### config.mk
export PLATFORM = sky130hd
export DESIGN_NAME = sprite_compositor
export DESIGN_NICKNAME = d
export VERILOG_FILES = /design/src/rtl/sprite_pkg.sv /design/src/rtl/sprite_layer_addr.sv /design/src/rtl/sprite_compositor.sv
export SDC_FILE = /design/constraint.sdc
export NUM_CORES = 1
export LEC_CHECK = 0
export ABC_AREA = 1
export CAP_MARGIN = 10
export CORE_ASPECT_RATIO = 0.75
export CORE_MARGIN = 8
export CORE_UTILIZATION = 55
export CTS_CLUSTER_DIAMETER = 150
export CTS_CLUSTER_SIZE = 30
export DETAILED_ROUTE_END_ITERATION = 10
export PLACE_DENSITY = 0.81
export SLEW_MARGIN = 5
export SYNTH_ARGS = -nofsm -noshare
export SYNTH_HDL_FRONTEND = slang
export SYNTH_SLANG_ARGS = --single-unit
### constraint.sdc
create_clock -name Clk -period 12.83 [get_ports Clk]
set_input_delay 3.2075 -clock Clk [delete_from_list [all_inputs] [get_ports Clk]]
set_output_delay 3.2075 -clock Clk [all_outputs]
set_load 0.01 [all_outputs]
### src/rtl/sprite_pkg.sv
// Shared definitions for the sprite compositor.
//   KEY_COLOR_DEF  : default transparent colour key (RGB888)
//   BG_*           : background gradient constants
//   rgb_t          : packed RGB888 pixel
//   box_hit()      : signed half-open interval test used by the box check
package sprite_pkg;

    localparam logic [23:0] KEY_COLOR_DEF = 24'h800080;

    localparam logic [7:0] BG_R = 8'h3F;
    localparam logic [7:0] BG_G = 8'h00;
    localparam logic [7:0] BG_B = 8'h7F;

    typedef struct packed {
        logic [7:0] r;
        logic [7:0] g;
        logic [7:0] b;
    } rgb_t;

    // True when lo <= pos < lo + len; operands are signed so off-screen
    // origins compare correctly.
    function automatic logic box_hit(input int pos, input int lo, input int len);
        return (pos >= lo) && (pos < lo + len);
    endfunction

endpackage

### src/rtl/sprite_layer_addr.sv
// Stage-0 box test and ROM address generation for one sprite layer.
// Ports:
//   Clk, Reset        : pixel clock, synchronous active-high reset
//   DrawX, DrawY      : current draw coordinate
//   en                : layer enable
//   spr_x, spr_y      : sprite centre
//   spr_w, spr_h      : sprite size
//   in_box            : registered "pixel inside sprite" flag
//   rd_addr           : registered ROM address (0 when outside)
module sprite_layer_addr
    import sprite_pkg::*;
#(
    parameter int unsigned COORD_W = 10,
    parameter int unsigned ADDR_W  = 12
) (
    input  logic               Clk,
    input  logic               Reset,
    input  logic [COORD_W-1:0] DrawX,
    input  logic [COORD_W-1:0] DrawY,
    input  logic               en,
    input  logic [COORD_W-1:0] spr_x,
    input  logic [COORD_W-1:0] spr_y,
    input  logic [COORD_W-1:0] spr_w,
    input  logic [COORD_W-1:0] spr_h,
    output logic               in_box,
    output logic [ADDR_W-1:0]  rd_addr
);

    localparam int unsigned LinW = 2 * COORD_W + 4;

    // Two extra bits: one for sign, one for headroom on left + width.
    logic signed [COORD_W+1:0] left, top, px, py;
    logic        [COORD_W+1:0] dx, dy;
    logic        [LinW-1:0]    lin;
    logic                      in_box_d;
    logic        [ADDR_W-1:0]  rd_addr_d;

    assign left = $signed({2'b00, spr_x}) - $signed({3'b000, spr_w[COORD_W-1:1]});
    assign top  = $signed({2'b00, spr_y}) - $signed({3'b000, spr_h[COORD_W-1:1]});
    assign px   = $signed({2'b00, DrawX});
    assign py   = $signed({2'b00, DrawY});
    assign dx   = px - left;
    assign dy   = py - top;
    assign lin  = LinW'(dy) * LinW'(spr_w) + LinW'(dx);

    always_comb begin
        in_box_d  = en && box_hit(int'(px), int'(left), int'(spr_w))
                       && box_hit(int'(py), int'(top), int'(spr_h));
        rd_addr_d = in_box_d ? ADDR_W'(lin) : '0;
    end

    always_ff @(posedge Clk) begin
        if (Reset) begin
            in_box  <= 1'b0;
            rd_addr <= '0;
        end else begin
            in_box  <= in_box_d;
            rd_addr <= rd_addr_d;
        end
    end

endmodule

### src/rtl/sprite_compositor.sv
// N-layer sprite mixer: per-layer ROM addressing, alignment of returned
// palette colours, priority compositing with a transparency key over a
// gradient background, and per-frame pairwise collision capture.
// Ports:
//   Clk, Reset           : pixel clock, synchronous active-high reset
//   DrawX, DrawY         : current draw coordinate
//   frame_start          : one-cycle pulse at start of frame
//   layer_en             : per-layer enable
//   spr_x/y/w/h          : packed per-layer sprite centre and size
//   rd_addr              : packed per-layer ROM address
//   rd_rgb               : packed per-layer palette colour, MEM_LAT after rd_addr
//   VGA_R, VGA_G, VGA_B  : composited pixel, MEM_LAT+2 cycles after DrawX/DrawY
//   collision            : previous frame's collision matrix, bit [i*N+j], i<j
module sprite_compositor
    import sprite_pkg::*;
#(
    parameter int unsigned          NUM_LAYERS = 4,
    parameter int unsigned          COORD_W    = 10,
    parameter int unsigned          ADDR_W     = 12,
    parameter int unsigned          COLOR_W    = 24,
    parameter int unsigned          MEM_LAT    = 1,
    parameter logic [COLOR_W-1:0]   KEY_COLOR  = KEY_COLOR_DEF
) (
    input  logic                             Clk,
    input  logic                             Reset,
    input  logic [COORD_W-1:0]               DrawX,
    input  logic [COORD_W-1:0]               DrawY,
    input  logic                             frame_start,
    input  logic [NUM_LAYERS-1:0]            layer_en,
    input  logic [NUM_LAYERS*COORD_W-1:0]    spr_x,
    input  logic [NUM_LAYERS*COORD_W-1:0]    spr_y,
    input  logic [NUM_LAYERS*COORD_W-1:0]    spr_w,
    input  logic [NUM_LAYERS*COORD_W-1:0]    spr_h,
    output logic [NUM_LAYERS*ADDR_W-1:0]     rd_addr,
    input  logic [NUM_LAYERS*COLOR_W-1:0]    rd_rgb,
    output logic [7:0]                       VGA_R,
    output logic [7:0]                       VGA_G,
    output logic [7:0]                       VGA_B,
    output logic [NUM_LAYERS*NUM_LAYERS-1:0] collision
);

    localparam int unsigned NN = NUM_LAYERS * NUM_LAYERS;

    logic [NUM_LAYERS-1:0] box_s0;
    logic [COORD_W-1:0]    x_s0_q;

    // Stage 0: one address/box unit per layer.
    for (genvar g = 0; g < NUM_LAYERS; g++) begin : g_layer
        sprite_layer_addr #(
            .COORD_W (COORD_W),
            .ADDR_W  (ADDR_W)
        ) u_addr (
            .Clk     (Clk),
            .Reset   (Reset),
            .DrawX   (DrawX),
            .DrawY   (DrawY),
            .en      (layer_en[g]),
            .spr_x   (spr_x[g*COORD_W +: COORD_W]),
            .spr_y   (spr_y[g*COORD_W +: COORD_W]),
            .spr_w   (spr_w[g*COORD_W +: COORD_W]),
            .spr_h   (spr_h[g*COORD_W +: COORD_W]),
            .in_box  (box_s0[g]),
            .rd_addr (rd_addr[g*ADDR_W +: ADDR_W])
        );
    end

    // Delay line: MEM_LAT further stages so box/X line up with rd_rgb.
    logic [NUM_LAYERS-1:0] box_dly_q [MEM_LAT];
    logic [COORD_W-1:0]    x_dly_q   [MEM_LAT];

    always_ff @(posedge Clk) begin
        if (Reset) begin
            x_s0_q <= '0;
            for (int k = 0; k < int'(MEM_LAT); k++) begin
                box_dly_q[k] <= '0;
                x_dly_q[k]   <= '0;
            end
        end else begin
            x_s0_q       <= DrawX;
            box_dly_q[0] <= box_s0;
            x_dly_q[0]   <= x_s0_q;
            for (int k = 1; k < int'(MEM_LAT); k++) begin
                box_dly_q[k] <= box_dly_q[k-1];
                x_dly_q[k]   <= x_dly_q[k-1];
            end
        end
    end

    logic [NUM_LAYERS-1:0] box_al;
    logic [COORD_W-1:0]    x_al;

    assign box_al = box_dly_q[MEM_LAT-1];
    assign x_al   = x_dly_q[MEM_LAT-1];

    // Composite stage.
    logic [NUM_LAYERS-1:0] opaque;
    rgb_t                  pix_d, pix_q;
    logic [NN-1:0]         hit, acc_d, acc_q, coll_d, coll_q;

    always_comb begin
        opaque = '0;
        for (int i = 0; i < int'(NUM_LAYERS); i++) begin
            opaque[i] = box_al[i] && (rd_rgb[i*COLOR_W +: COLOR_W] != KEY_COLOR);
        end

        pix_d.r = BG_R;
        pix_d.g = BG_G;
        pix_d.b = BG_B - 8'(x_al >> 3);
        // Walk from lowest priority up so the lowest opaque index wins.
        for (int i = int'(NUM_LAYERS) - 1; i >= 0; i--) begin
            if (opaque[i]) begin
                pix_d = rgb_t'(rd_rgb[i*COLOR_W +: COLOR_W]);
            end
        end
    end

    always_comb begin
        hit = '0;
        for (int i = 0; i < int'(NUM_LAYERS); i++) begin
            for (int j = i + 1; j < int'(NUM_LAYERS); j++) begin
                hit[i*NUM_LAYERS+j] = opaque[i] && opaque[j];
            end
        end

        // A hit in the frame_start cycle belongs to the frame being closed.
        if (frame_start) begin
            coll_d = acc_q | hit;
            acc_d  = '0;
        end else begin
            coll_d = coll_q;
            acc_d  = acc_q | hit;
        end
    end

    always_ff @(posedge Clk) begin
        if (Reset) begin
            pix_q  <= '0;
            acc_q  <= '0;
            coll_q <= '0;
        end else begin
            pix_q  <= pix_d;
            acc_q  <= acc_d;
            coll_q <= coll_d;
        end
    end

    assign VGA_R     = pix_q.r;
    assign VGA_G     = pix_q.g;
    assign VGA_B     = pix_q.b;
    assign collision = coll_q;

endmodule

* Word level (Yosys, flattened, before mapping) *
Memories as Yosys holds them, arrays and structs flattened.
Cells that the tools add are included.
Widths: inputs -> output; s select.

cells by class
  add/subtract/negate cells = 29
  multipliers = 4
  magnitude comparators = 16
  equality and inequality tests = 4
  mux-type cells = 11
  bitwise gates (word level) = 5
  reductions and logical operators = 33

operator list
  cell                  count
  $lt 11x32->1          8
  $add 11x11->12        8
  $mux 24               4
  $ne 24x24->1 const B  4
  $sub 11x11->12        8
  $ge 11x11->1          8
  $sub 10x9->11         8
  $add 12x12->12        4
  $mul 12x10->12        4
  $logic_and 1x1->1     26
  $or 16x12->16         1
  $mux 10               1
  $reduce_or 10->1      1
  $reduce_or 2->1       5
  $sub 7x7->8 const A   1
  $mux 1                5
  $mux 4                1
  $not 1->1             4
  $reduce_or 4->1       1

word-level totals
  register bits = 118
  memory bits (writable) = 14
  output and inout port bits = 88
  word-level logic and storage cells = 118
  memories kept = 2

memories
  name       words  width  rd ports  clocked after memory_dff  write ports  RTL line                 text
  x_dly_q    1      10     1         0                         1            sprite_compositor.sv:69  logic [COORD_W-1:0] x_dly_q [MEM_LAT];
  box_dly_q  1      4      1         0                         1            sprite_compositor.sv:68  logic [NUM_LAYERS-1:0] box_dly_q [MEM_LAT];

* Longest topological paths before layout *
Gate-level depths: netlist of the first run.

  depth in word-level cells = 8
  depth in mapped cells = 41

* Cells and area by module *
Synthesis of the first run repeated with hierarchy kept, for this count alone.

second synthesis, totals
  cells, all modules = 4,156
  area total of the unflattened synthesis = 28,229.6 µm²

by module, submodules not included
  module                                  instances  cells an instance  area each (µm²)
  sprite_layer_addr at g_layer[2].u_addr  1          904                6,323.6
  sprite_layer_addr at g_layer[1].u_addr  1          929                6,254.7
  sprite_layer_addr at g_layer[3].u_addr  1          918                6,219.7
  sprite_layer_addr at g_layer[0].u_addr  1          876                6,039.5
  sprite_compositor                       1          529                3,392.0

* Worst setup path before layout of the first run *
Ideal clock, no wire load.

  path type = in2reg
  start = input port spr_h[13]
  end = register g_layer[1].u_addr.rd_addr[11]
  setup time = 115 ps
  data arrival time = 9,375 ps
  setup slack = 3,340 ps
  stages on the path = 33
  buffers on the path = 0
  cell sequence = inv_1 > ha_1 > nand2_1 > o21ai_0 > a21oi_1 > o21bai_1 > a21oi_1 > o21bai_1 > xor2_1 > ha_1 > nand2_1 > inv_1 > a21oi_1 > nand3_1 > nand2_1 > nand2_1 > fa_1 > inv_1 > fa_1 > inv_1 > fa_1 > fa_1 > fa_1 > inv_1 > ha_1 > inv_1 > nor4_1 > nand3_1 > o2111ai_1 > xnor2_1 > nand3_1 > a21oi_1 > nor2_1

on the way
  word-level cells in the longest chain between the ends = 7

ends and longest elaborated chain
  what                                                                    RTL line                 text
  start: declaration                                                      sprite_compositor.sv:33  input logic [NUM_LAYERS*COORD_W-1:0] spr_h,
  parallel branches: the longest is 7 deep, another holds $sub 11x11->12  --
  end signal: assignment                                                  sprite_layer_addr.sv:58  rd_addr <= rd_addr_d;
  end: declaration                                                        sprite_layer_addr.sv:26  output logic [ADDR_W-1:0] rd_addr

Several ways; the timed one is not identified.
A chain may end at the register's enable or synchronous reset.

* Worst setup path after layout of the first run *
  start = input port spr_h[3]
  end = register g_layer[0].u_addr.rd_addr[11]

on the way
  word-level cells in the longest chain between the ends = 7

ends and longest elaborated chain
  what                                                                    RTL line
  parallel branches: the longest is 7 deep, another holds $sub 11x11->12  --
  end signal: assignment                                                  sprite_layer_addr.sv:58
  end: declaration                                                        sprite_layer_addr.sv:26

Several ways; the timed one is not identified.

==> flow_summary.yaml, run 1 <==
placement:
  place.gp.congestion: 0.978
  io_buffers: 360
  dp.final_hpwl_um: 68200
drt:
  drt-initial-drc-count: 1860
  drc_errors: 0
  route.detailed.wl_per_inst_um: 16.7
  wirelength_um: 80000
  drt-vias-per-instance: 5.28
  firstDrtPassIters: 6
  vias: 25353
  drtAntennaViolNets: 0
die:
  die_area_um2: 55500
  rows: 69
  core_um2: 47500
  initial_core_util_pct: 55.8
  die_w_um: 269
  io_pins: 371
  die_height_um: 206
sta:
  timing.setup.tns_ps: 0
  slew_violations: 0
  fmax_ghz: 0.0971
  rsz0062_at_grt: "no"
  fin_crit_ps: 10290
  slew_headroom_pct: 25.5
  worst_pin_slew_ps: 1110
  fin_skew_ps: 19.7
  hold_viol_final: 0
  min_period_over_period_pct: 80.2
  hold_ws_ps: 383
  setup_violations: 0
synth:
  synthArstFlopShare_pct: 0
  synth_top_area_share_pct: 20.6
  syn_avg_cell_area_um2: 6.94
  ys_seq_elements: 106
  synth-seq-area-share_pct: 8.01
  yosysWarnings: 0
  synth-edff-count: 0
  syn_area_um2: 26500
  synth_area_leaders: "ha_1 (21%), fa_1 (19%), inv_1 (13%)"
  synthFlopType: "dfxtp_1"
  yosysTopAreaCell: "ha_1"
  synthCells: 3819
  synth.distinct_cells: 55
cts:
  cts_hold_buf: 0
  clk_pin_slew_ps: 90
  numCtsBuffers: 9
  clockBufferDepth: 2
  cts_setup_buffers: 0
  cts-resized-gates: 0
  h-tree-depth: 3
  clock_latency_ps: 390
  clock-sinks: 106
  root_buffer: "clkbuf_16"
  cts_tree: "built"
critical_path:
  r2r_slack_ps: 10450
  crit_arrival_ps: 10570
  crit_slowest_cell: "fa_1"
  r2r_end: "VGA_B[6]"
  critPathCaptureType: "flip-flop"
  startpoint_type: "input pin"
  reg2reg_from: "box_dly_q[0][2]"
  critPathMaxStageDelay_ps: 590
  r2r_cells: 5
  cp_common_cell: "nand2_1"
  crit_required_ps: 13100
  cp_max_fo: 7
  crit_start: "spr_h[3]"
  worstSetupPathType: "in2reg"
  endpoint: "g_layer[0].u_addr.rd_addr[11]"
finish:
  fin_nets: 5125
  area_growth_pct: 17.3
  drive_gt1_share_pct: 2.04
  final_core_util_pct: 65.5
grt:
  grt_overflow: 0
  antenna_found_initial: 3
  grt_usage_pct: 28.2
  grt_pass1_vias: 24691
  grt_max_degree: 41
  grt_pass1_wl_um: 127000
worst_hold_path:
  min_path_type: "reg2reg"
status:
  run_status: "finished clean"
flow_run:
  maxCapViolCount: 0
-- worst max-delay path: cells and delay by family --
kind | cells | cell delay (ps)
adders and majority gates | 8 | 3610
and+or+nand+nor | 14 | 1290
buffers and inverters | 9 | 930
AOI/OAI and AO/OA | 4 | 760
xor gates and xnor gates | 2 | 760
-- cell usage after synthesis (7+ instances only) --
master    number
clkbuf_1      42
a21o_1        14
nor3_1        35
a211oi_1       7
nand3b_1      14
nor2_1       230
inv_2          8
buf_4         12
dfxtp_1      106
inv_1        924
a21oi_1      222
nor4_1        17
nand2_2       15
fa_1         252
a31oi_1       19
or2_2          8
nand4_1       32
o21bai_1      29
xnor2_1       47
ha_1         436
xor2_1       125
o211ai_1      31
nand2_1      777
o21ai_0      156
nand3_1      189
-- metal layers --
metal | global-route usage, % | wire, µm | vias up
met3 | 5.54 | 7270 | 133
met5 | 0 | 27 | -
met4 | 8.66 | 2310 | 4
met1 | 38.3 | 35600 | 11653
li1 | - | - | 12585
met2 | 45.2 | 34700 | 978
-- worst min-delay path by stage --
stage	from	to	slack, ps	depth (start not counted)
after global routing	x_s0_q[4]	x_dly_q[0][4]	400	2
after floorplan	g_layer[0].u_addr.in_box	box_dly_q[0][0]	390	2
after detailed placement	g_layer[0].u_addr.in_box	box_dly_q[0][0]	390	2
after CTS	x_s0_q[4]	x_dly_q[0][4]	390	2
after global placement	x_s0_q[5]	x_dly_q[0][5]	390	2
final	x_s0_q[4]	x_dly_q[0][4]	380	2
-- registers in the layout, indices dropped and copies added, names as in the netlist --
| register | cells |
|---|---|
| acc_q | 6 |
| x_dly_q | 7 |
| box_dly_q | 4 |
| g_layer.u_addr.in_box | 4 |
| g_layer.u_addr.rd_addr | 48 |
| VGA_B | 8 |
| x_s0_q | 7 |
| VGA_G | 8 |
| VGA_R | 8 |
| collision | 6 |
-- area by class of cell --
cell class,count,area [µm²]
antenna,1,2.50
clock buffer,9,225
clock inverter,7,86.3
fill,4241,16400
inverter,933,3500
multi-input combinational,2726,20600
sequential,106,2120
tap,639,800
timing repair buffer,378,3740
-- cells in the final DEF (no fill, tap or decap), drive strengths merged, types with 9 or more instances in the layout --
cell type	netlist	routed
a21o	14	14
a21oi	228	228
a31oi	19	19
buf	21	18
clkbuf	42	9
clkdlybuf4s50	0	360
conb	1	10
dfxtp	106	106
fa	252	252
ha	436	436
inv	932	938
nand2	792	792
nand3	192	192
nand3b	14	14
nand4	32	32
nor2	232	232
nor3	35	35
nor4	17	17
o211ai	31	31
o21ai	164	164
o21bai	29	29
or2	13	13
xnor2	47	47
xor2	127	127
-- through the flow --
step	setup slack (ps)	instances	cell area, µm²
after floorplan	3340	3828	26500
after global placement	2460	4782	30800
after detailed placement	2250	4782	30800
after CTS	2640	4798	31100
after global routing	2010	4799	31100
final	2540	4799	31100
-- cells by family after synthesis --
logic type / share of synthesized area (%)
other: 0.0142
buffers and inverters: 14.3
flip-flops: 8.01
adder cells (fa/ha/maj): 39.6
AO/OA/AOI/OAI: 11.0
AND/OR/NAND/NOR: 21.2
XOR/XNOR: 5.85
Power of run 1 is not shown: default switching activity piles up to over one toggle a cycle in this logic, so the estimate is an artifact.
==> inputs of run 2 (changes only) <==
==> constraint.sdc (replaced) <==
create_clock -name Clk -period 9.6 [get_ports Clk]
set_input_delay 2.4 -clock Clk [delete_from_list [all_inputs] [get_ports Clk]]
set_output_delay 2.4 -clock Clk [all_outputs]
set_load 0.01 [all_outputs]
==> flow_summary.yaml, run 2 (same netlist as run 1, synthesis figures left out) <==
status:
  run_status: "finished clean"
sta:
  worst_pin_slew_ps: 1150
  setup_violations: 0
  setup_ws_ps: 416
  fmax_ghz: 0.109
  fin_crit_ps: 9180
  slew_headroom_pct: 23.1
  slew_violations: 0
  min_period_over_period_pct: 95.7
  hold_viol_final: 0
  fin_skew_ps: 23.5
die:
  die_height_um: 206
  die_w_um: 269
  core_um2: 47500
  initial_core_util_pct: 55.8
  die_area_um2: 55500
  rows: 69
  io_pins: 371
critical_path:
  crit_required_ps: 9900
  crit_arrival_ps: 9480
  worstSetupPathType: "in2reg"
  timing.critical_path.max_delay_family: "adder cells"
  crit_slowest_cell: "fa_1"
  crit_buf_inv: 12
  critPathCaptureType: "flip-flop"
  startpoint_type: "input pin"
  critPathMaxStageDelay_ps: 530
  cp_max_fo: 7
  r2r_slack_ps: 7260
  cp_common_cell: "inv_1"
placement:
  place.gp.congestion: 0.983
  pre_cts_slack_ps: -126
  dp.final_hpwl_um: 69200
  io_buffers: 360
cts:
  numCtsBuffers: 9
  h-tree-depth: 3
  clock-sinks: 106
  clock_latency_ps: 390
  root_buffer: "clkbuf_16"
  cts_tree: "built"
  cts_hold_buf: 0
  clockBufferDepth: 2
  clk_pin_slew_ps: 90
flow_run:
  maxCapViolCount: 0
grt:
  antenna_found_initial: 5
  grt_pass1_vias: 24804
  grt_usage_pct: 28.5
  grt_max_degree: 41
  grt_overflow: 0
  grt_pass1_wl_um: 128000
drt:
  drc_errors: 0
  route.detailed.wl_per_inst_um: 16.7
  drtAntennaViolNets: 0
  drt-vias-per-instance: 5.28
  drt-initial-drc-count: 2029
  firstDrtPassIters: 5
  wirelength_um: 80700
  vias: 25519
finish:
  top_register: "g_layer.u_addr.rd_addr"
  final_common_cell: "inv_1"
  drive_gt1_share_pct: 3.24
  final_cell_mix: "inv_1 (924), nand2_1 (777), ha_1 (435), clkdlybuf4s50_1 (360), fa_1 (252)"
  area_growth_pct: 18.7
  fin_nets: 5160
  largest_register_ffs: 48
worst_hold_path:
  min_path_type: "reg2reg"
==> run 2: per-stage QoR <==
stage,util (%),setup TNS (ps),cell area [µm²],hold WS (ps),cells
floorplan,-,0,26500,388,3828
global placement,65.3,0,31000,390,4812
detailed placement,65.3,-206,31000,392,4812
CTS,65.9,0,31300,389,4828
global route,66.2,-92.0,31400,425,4833
finish,66.2,0,31400,391,4834
==> run 2: final cells by class <==
| cell class | instances | area, µm² |
|---|---|---|
| fill | 4247 | 16000 |
| clock inverter | 7 | 86.3 |
| clock buffer | 9 | 225 |
| tap | 639 | 800 |
| inverter | 933 | 3500 |
| antenna | 1 | 2.50 |
| multi-input combinational | 2726 | 20700 |
| sequential | 106 | 2120 |
| timing repair buffer | 413 | 4000 |
==> run 2: per-layer routing <==
| metal | vias up | global-route usage, % | share of wire (%) | wire length, µm |
|---|---|---|---|---|
| li1 | 12651 | - | - | - |
| met1 | 11656 | 38.3 | 44 | 35200 |
| met2 | 1053 | 44.4 | 42 | 34100 |
| met3 | 155 | 7.17 | 10 | 8250 |
| met4 | 4 | 10.4 | 3.8 | 3050 |
| met5 | - | 0 | 0.036 | 29 |
==> run 2: worst paths after layout <==
check | start | to | cells past startpoint
worst max-delay path | spr_h[31] | g_layer[3].u_addr.rd_addr[11] | 38
worst min-delay path | x_s0_q[7] | x_dly_q[0][7] | 2
worst max register to register | box_dly_q[0][2] | VGA_B[6] | 5
worst min register to register | x_s0_q[7] | x_dly_q[0][7] | 2
==> run 2: timing repair <==
| action | CTS | global route |
|---|---|---|
| setup buffers | 0 | 5 |
| endpoints found under the hold margin | 0 | 0 |
| gates resized for setup | 0 | 23 |
| setup endpoints to repair | 0 | 4 |
==> run 2: worst reg2reg max path, cell delays in order (launching register included) <==
cell and delay (ps):
dfxtp_1 310, nand2_1 800, inv_1 470, a211oi_1 420
o22ai_1 130, a21oi_1 150
Power of run 2 is left out for the same reason.
